--- src/rtl/wave_pkg.sv ---
// Shared encodings for the waveform output stage: source select, FSM states, default width.
package wave_pkg;

    localparam int unsigned WAVE_WIDTH = 8;

    typedef enum logic [1:0] {
        SEL_SIN  = 2'b00,
        SEL_TRI  = 2'b01,
        SEL_RECT = 2'b10,
        SEL_ZERO = 2'b11
    } sel_e;

    typedef enum logic [1:0] {
        IDLE  = 2'b00,
        RUN   = 2'b01,
        DRAIN = 2'b10
    } state_e;

endpackage

--- src/rtl/wave_pwm_presc.sv ---
// PWM prescaler: counts 0..presc and emits tick when the count reaches presc.
// presc is sampled live, so lowering it below the count forces an immediate tick.
module wave_pwm_presc #(
    parameter int unsigned PRESC_W = 4
) (
    input  logic               clk,
    input  logic               rst,
    input  logic               clr,
    input  logic [PRESC_W-1:0] presc,
    output logic               tick
);

    logic [PRESC_W-1:0] pc_q;
    logic [PRESC_W-1:0] pc_d;

    assign tick = (pc_q >= presc);

    always_comb begin
        pc_d = pc_q + PRESC_W'(1);
        if (clr || tick) begin
            pc_d = '0;
        end
    end

    always_ff @(posedge clk) begin
        if (rst) begin
            pc_q <= '0;
        end else begin
            pc_q <= pc_d;
        end
    end

endmodule

--- src/rtl/wave_pwm_dac.sv ---
// PWM DAC output stage: source mux, power-of-two attenuation, period-aligned duty load
// and start/stop FSM. Define WAVE_PWM_COMP_EN to add pwm_n with a 1-clock dead time.
module wave_pwm_dac
    import wave_pkg::*;
#(
    parameter int unsigned WIDTH   = WAVE_WIDTH,
    parameter int unsigned PRESC_W = 4
) (
    input  logic               clk,
    input  logic               rst,
    input  logic               en,
    input  logic [1:0]         sel,
    input  logic [1:0]         gain_shift,
    input  logic [PRESC_W-1:0] presc,
    input  logic [WIDTH-1:0]   in_sin,
    input  logic [WIDTH-1:0]   in_tri,
    input  logic [WIDTH-1:0]   in_rect,
    output logic               pwm_out,
`ifdef WAVE_PWM_COMP_EN
    output logic               pwm_n,
`endif
    output logic               sample_req,
    output logic [WIDTH-1:0]   duty_q,
    output logic               busy
);

    state_e           state_q;
    state_e           state_d;
    logic [WIDTH-1:0] cnt_q;
    logic [WIDTH-1:0] cnt_d;
    logic [WIDTH-1:0] src;
    logic [WIDTH-1:0] duty_d;
    logic             tick;
    logic             wrap;
    logic             load;
    logic             c;
`ifdef WAVE_PWM_COMP_EN
    logic             c_q;
`endif

    assign busy = (state_q != IDLE);
    assign wrap = busy && tick && (cnt_q == '1);
    assign c    = busy && (cnt_q < duty_q);

    // Prescaler is held cleared while idle so every run starts on a fresh tick boundary.
    wave_pwm_presc #(
        .PRESC_W (PRESC_W)
    ) u_presc (
        .clk   (clk),
        .rst   (rst),
        .clr   (state_q == IDLE),
        .presc (presc),
        .tick  (tick)
    );

    always_comb begin
        src = '0;
        unique case (sel_e'(sel))
            SEL_SIN:  src = in_sin;
            SEL_TRI:  src = in_tri;
            SEL_RECT: src = in_rect;
            SEL_ZERO: src = '0;
        endcase
        duty_d = src >> gain_shift;
    end

    always_comb begin
        state_d = state_q;
        cnt_d   = cnt_q;
        load    = 1'b0;
        unique case (state_q)
            IDLE: begin
                cnt_d = '0;
                if (en) begin
                    state_d = RUN;
                    load    = 1'b1;
                end
            end
            RUN: begin
                if (tick) begin
                    cnt_d = cnt_q + WIDTH'(1);
                end
                if (wrap) begin
                    load = 1'b1;
                end
                if (!en) begin
                    state_d = DRAIN;
                end
            end
            DRAIN: begin
                if (tick) begin
                    cnt_d = cnt_q + WIDTH'(1);
                end
                // Finishing the period wins over a returning en; no reload on the way out.
                if (wrap) begin
                    state_d = IDLE;
                end else if (en) begin
                    state_d = RUN;
                end
            end
            default: begin
                state_d = IDLE;
                cnt_d   = '0;
            end
        endcase
    end

    always_ff @(posedge clk) begin
        if (rst) begin
            state_q    <= IDLE;
            cnt_q      <= '0;
            duty_q     <= '0;
            sample_req <= 1'b0;
            pwm_out    <= 1'b0;
`ifdef WAVE_PWM_COMP_EN
            c_q        <= 1'b0;
            pwm_n      <= 1'b0;
`endif
        end else begin
            state_q    <= state_d;
            cnt_q      <= cnt_d;
            sample_req <= load;
            if (load) begin
                duty_q <= duty_d;
            end
`ifdef WAVE_PWM_COMP_EN
            c_q     <= c;
            pwm_out <= c & c_q;
            pwm_n   <= busy & ~c & ~c_q;
`else
            pwm_out <= c;
`endif
        end
    end

endmodule

--- config.mk ---
export PLATFORM = sky130hd
export DESIGN_NAME = wave_pwm_dac
export DESIGN_NICKNAME = d
export VERILOG_FILES = /design/src/rtl/wave_pkg.sv /design/src/rtl/wave_pwm_presc.sv /design/src/rtl/wave_pwm_dac.sv
export SDC_FILE = /design/constraint.sdc
export NUM_CORES = 1
export LEC_CHECK = 0
export BUFFER_PORTS_ARGS = -buffer_cell sky130_fd_sc_hd__buf_2
export CAP_MARGIN = 20
export CELL_PAD_IN_SITES_DETAIL_PLACEMENT = 2
export CELL_PAD_IN_SITES_GLOBAL_PLACEMENT = 2
export CORE_AREA = 10 10 84 86
export CTS_CLUSTER_DIAMETER = 200
export DETAILED_ROUTE_END_ITERATION = 8
export DIE_AREA = 0 0 94 96
export PLACE_DENSITY = 0.86
export SLEW_MARGIN = 10
export SYNTH_ARGS = -nofsm -noshare
export SYNTH_HDL_FRONTEND = slang
export SYNTH_HIERARCHICAL = 1
export SYNTH_SLANG_ARGS = --single-unit
--- constraint.sdc ---
create_clock -name clk -period 2.8 [get_ports clk]
set_input_delay 0.42 -clock clk [delete_from_list [all_inputs] [get_ports clk]]
set_output_delay 0.42 -clock clk [all_outputs]
set_load 0.05 [all_outputs]
Yosys cells after proc, flatten, opt, wreduce, memory -nomap -nowiden
Cells that the tools add are included.

$add $sub $neg: 2. Order comparisons: 2. Equal/unequal tests: 7. Shift-type cells: 1. Mux-type cells: 8. Bitwise logic cells: 1. Reductions and logical operators: 10.

Operators with widths (number): one-hot mux 8 bit (4 select lines) (1); adder 8 x 1 -> 8 bit, second input constant (1); equality test 8 bit, second input constant (1); < comparator 8 bit (1); >> shifter 8 x 2 -> 8 bit (1); equality test 2 bit, second input constant (3); 2-to-1 mux 2 bit (3); one-hot mux 2 bit (3 select lines) (1); OR reduction 2 bit (3); adder 4 x 1 -> 4 bit, second input constant (1); equality test 2 x 1 -> 1 bit, second input constant (2); >= comparator 4 bit (1); logical NOT 2 bit (2); logical AND 1 bit (3); 2-to-1 mux 1 bit (2); != test 2 bit, second input constant (1); one-hot mux 1 bit (2 select lines) (1); nonzero test 2 bit (1); logical OR 1 bit (1); NOT 1 bit (1).

Flip-flop bits (word level): 24. Bits of input ports: 35. Output and inout port bits: 11. Word-level logic and storage cells: 37.

Depth between registers and ports, before layout
Depth after elaboration: 5. Depth in mapped cells: 11. Depth with buffers taken out: 9.

Modules after synthesis
The synthesis kept the hierarchy.

Modules (own cells, without submodules): wave_pwm_dac (times used 1, cells an instance 144, area an instance 1363.8 um^2, sequential area each 400.4 um^2); wave_pwm_presc (times used 1, cells an instance 27, area an instance 245.2 um^2, sequential area each 80.1 um^2).

Worst setup path after synthesis
Ideal clock, no wire load.

Path kind: input port to flip-flop. Start: input port presc[3]. End: register duty_q[6]. Library setup time: 0.062 ns. Arrival: 2.113 ns. Data required time: 2.738 ns. Path slack: 0.625 ns. Cell stages on the path: 11. Buffers on the path: 2. Path through: inv_1 > ha_1 > o211ai_1 > o21ai_0 > buf_4 > nand4_2 > nor4_4 > a22o_1 > and2b_1 > buf_6 > a32o_1.

Cells in the longest elaborated chain, start to end: 5.

RTL lines: from (decl) (line wave_pwm_dac.sv:14) `input logic [PRESC_W-1:0] presc,`; >= comparator 4 bit (line wave_pwm_presc.sv:16) `assign tick = (pc_q >= presc);`; via tick (line wave_pwm_dac.sv:33) `logic tick;`; logical AND 1 bit (2 in series) (line wave_pwm_dac.sv:42) `assign wrap = busy && tick && (cnt_q == '1);`; 2-to-1 mux 1 bit (line wave_pwm_dac.sv:83) `if (wrap) begin`; one-hot mux 1 bit (2 select lines) (line wave_pwm_dac.sv:71) `unique case (state_q)`; to (signal assigned) (line wave_pwm_dac.sv:124) `duty_q <= duty_d;`; to (decl) (line wave_pwm_dac.sv:23) `output logic [WIDTH-1:0] duty_q,`.

The timed path passes the listed nets, and every way through them passes these cells. A chain may end at the register's enable or synchronous reset.

Final worst setup path
Start: register u_presc.pc_q[0]. End: register duty_q[7].

Cells in the longest elaborated chain, start to end: 5.

RTL lines: from (decl) (line wave_pwm_presc.sv:13) `logic [PRESC_W-1:0] pc_q;`; from (signal assigned) (line wave_pwm_presc.sv:29) `pc_q <= pc_d;`; >= comparator 4 bit (line wave_pwm_presc.sv:16); via tick (line wave_pwm_dac.sv:33); logical AND 1 bit (2 in series) (line wave_pwm_dac.sv:42); 2-to-1 mux 1 bit (line wave_pwm_dac.sv:83); one-hot mux 1 bit (2 select lines) (line wave_pwm_dac.sv:71).

The timed path passes the listed nets, and every way through them passes these cells.

==> results.md <==
* R2r startpoint: u_presc/pc_q[0]
* Setup TNS at 0 ns
* Post-Syn Area at 0.00161 mm2
* Clock tree root driver cell: clkbuf_8
* Max frequency at 0.418 GHz
* Rel. slew slack at 0.656
* H-tree Lvls at 1
* Most common cell in the netlist: dfxtp_1
* Sequential area share after synthesis at 0.299
* HP Class: input pin to register
* Setup violations, final at 0
* CTS tree: built
* Slew Viols, Final at 0
* Max-Cap Viols at 0
* Max IR drop VDD at 0.171 mV
* Post-DP HPWL at 3780 um
* Largest net degree at the start of global routing at 15
* Vias per Instance at 4.99
* Num ports at 46
* Core Region at 0.00541 mm2
* Post-route antenna net violation count at 0
* Slowest stage delay, CP at 0.38 ns
* Layout area overhead at 20.8%
* Fillers at 620
* Skew final at 0.00468 ns
* CTS Buf Count at 3
* Tot GR Track Use at 0.106
* Synth top area share at 0.299
* Final critical-path required period at 2.39 ns
* Design area at 0.00194 mm2
* Fin util at 0.359
* Slowest CP cell: dfxtp_1
* Pre-CTS WS at 0.217 ns
* CP Data Arrival Time at 2.61 ns
* CTS Sinks at 24
* Share of cells above drive strength 1 at 0.280
* RSZ-0062 raised after global routing: false
* CP Data Required Time at 3.02 ns
* Starting density of the core at 0.298
* WHS Endpoint: state_q[1]
* First-pass GRT wire length at 7760 um
* # diodes at 0
* Worst hold margin at 0.396 ns
* Die width at 94 um
* Unique masters post-synth at 39
* Mean Syn Cell Area at 9.41 um2
* Number of global-route vias before repair at 1616
* Pre-Repair DR Iteration Count at 4
* CP Launch Type: register
* Hold Vio Cnt, Final at 0
* Antenna violations before repair at 0
* DIE HEIGHT at 96 um
* End of the worst register-to-register path: duty_q[7]
* RePlAce Congestion at 0.729
* Power Density at 473 mW/mm2
* Area post-placement at 0.00187 mm2
* Critical Path Fanout Max at 9
* DRC violations left at 0
* Via count at 1427
* Crit path capture type: register
* R2R cell count at 9
* Fin nets at 267
* WL/cell at 15.6 um
* Post-Synthesis Cells at 171
* FP Rows at 27
* Hold path depth at 2
* Final Cycle Share at 0.854
* Post-CTS setup buffers at 0
* CP Class: register to register
* Post-CTS Resized at 0
* Ys Warns at 6
* Clk Latency, worst-skew pair at 0.27 ns
* CP cell instances: inv_1, ha_1, nor3b_2, o21ai_0, nand4_2, nor4_4, a22o_1, and2b_1, a32o_1
* Grt ovf at 0
* Syn nets at 223
* Area contributors post-synth: dfxtp_1 (30%), ha_1 (13%), mux4_2 (7.0%), mux2i_1 (6.2%), inv_1 (4.0%)
* Leakage at 0.000891 uW
* Die Area at 0.00902 mm2
* Area leader, netlist: dfxtp_1
* Ys async rst share at 0
* Hold wc startpoint: rst
* Drt total wl at 4470 um
* Hold_buf cts at 0
* Register-to-register setup slack at 0.41 ns
* Number of synthesized flops with an enable pin at 0
* 1st-iter DRT viols at 54
* Worst-Margin Slew at 0.514 ns
* Final setup margin at 0.410 ns
* Max Buffers Root-to-Sink at 2
* Port Buffer Count at 45
* Synth cell count leaders: dfxtp_1 (24), ha_1 (17), inv_1 (17)
* Clock transition at the registers of the reported paths at 0.08 ns
* Status: complete, no violations
* Yosys reg bits at 24
* Dominant synthesized flop cell: dfxtp_1
power by group:
part           internal, uW  total (uW)  switching [uW]  leakage (uW)
clock                   191         307             116     0.0000357
combinational          93.1         240             147      0.000660
sequential              358         372            14.1      0.000195
metal layers:
layer | part of all wire | up-vias | global-route usage
met5 | 0 | - | 0
met4 | 0.013 | 0 | 0.0342
met3 | 0.084 | 5 | 0.0405
met2 | 0.50 | 40 | 0.189
met1 | 0.41 | 691 | 0.113
li1 | - | 691 | -
worst max path at each step:
stage / start / end / slack (ns) / cells after the start
final: u_presc/pc_q[0] / duty_q[7] / 0.41 / 9
after global routing: u_presc/pc_q[0] / duty_q[6] / 0.19 / 9
after CTS: u_presc/pc_q[0] / duty_q[7] / 0.36 / 9
after detailed placement: presc[3] / duty_q[7] / 0.22 / 10
after global placement: presc[3] / duty_q[7] / 0.35 / 10
after floorplan: presc[3] / duty_q[6] / 0.62 / 11
logic make-up after synthesis:
logic type | count (synthesis) | share of synthesized area
muxes | 15 | 0.132
buffers and inverters | 24 | 0.0770
adders and majority gates | 17 | 0.132
DFF | 24 | 0.299
and+or+nand+nor | 45 | 0.152
AOI/OAI and AO/OA | 38 | 0.164
xor gates and xnor gates | 8 | 0.0435
placed cells by master, fill, tap and decap left out:
cell        n
a2111o_1    1
a21o_1      3
a21oi_1     6
a22o_1      7
a31oi_1     2
a32o_1      2
and2_1      1
and2b_1     1
and3_1      1
buf_2      45
buf_4       1
bufinv_16   1
clkbuf_8    3
dfxtp_1    24
ha_1       17
inv_1      17
mux2i_1    10
mux4_2      5
nand2_1    11
nand2b_1    2
nand3_1     3
nand4_1     2
nand4_2     1
nor2_1     16
nor2b_1     1
nor2b_4     1
nor3_1      1
nor3b_2     1
nor4_4      1
o211ai_1    1
o211ai_2    1
o21ai_0     3
o21ai_1     8
o21bai_1    1
o22ai_1     1
o2bb2ai_1   2
or3_1       2
xnor2_1     4
xor2_1      4
state kept, by name (all words and copies together) (netlist names):
| register | flops |
|---|---|
| sample_req | 1 |
| cnt_q | 8 |
| duty_q | 8 |
| state_q | 2 |
| u_presc/pc_q | 4 |
| pwm_out | 1 |
worst max-delay path, delay by kind of cell (launching register included):
kind,cells,cell delay [ns]
fa+ha+maj,1,0.29
simple gates,4,0.90
flops,1,0.38
buf+inv,1,0.07
compound gates,3,0.69
per-stage QoR:
stage	instances	power, uW
finish	286	919
floorplan	171	556
CTS	286	935
global route	286	980
detailed placement	282	625
global placement	282	613
layout make-up:
type                       count  area (um2)  area share
multi-input combinational    123        1000       0.517
sequential                    24         480       0.247
timing repair buffer          46         233       0.120
tap                           72        90.1      0.0464
inverter                      17        63.8      0.0328
clock buffer                   3        41.3      0.0212
clock inverter                 1        30.0      0.0155
Power figures use the tool's default switching activity.
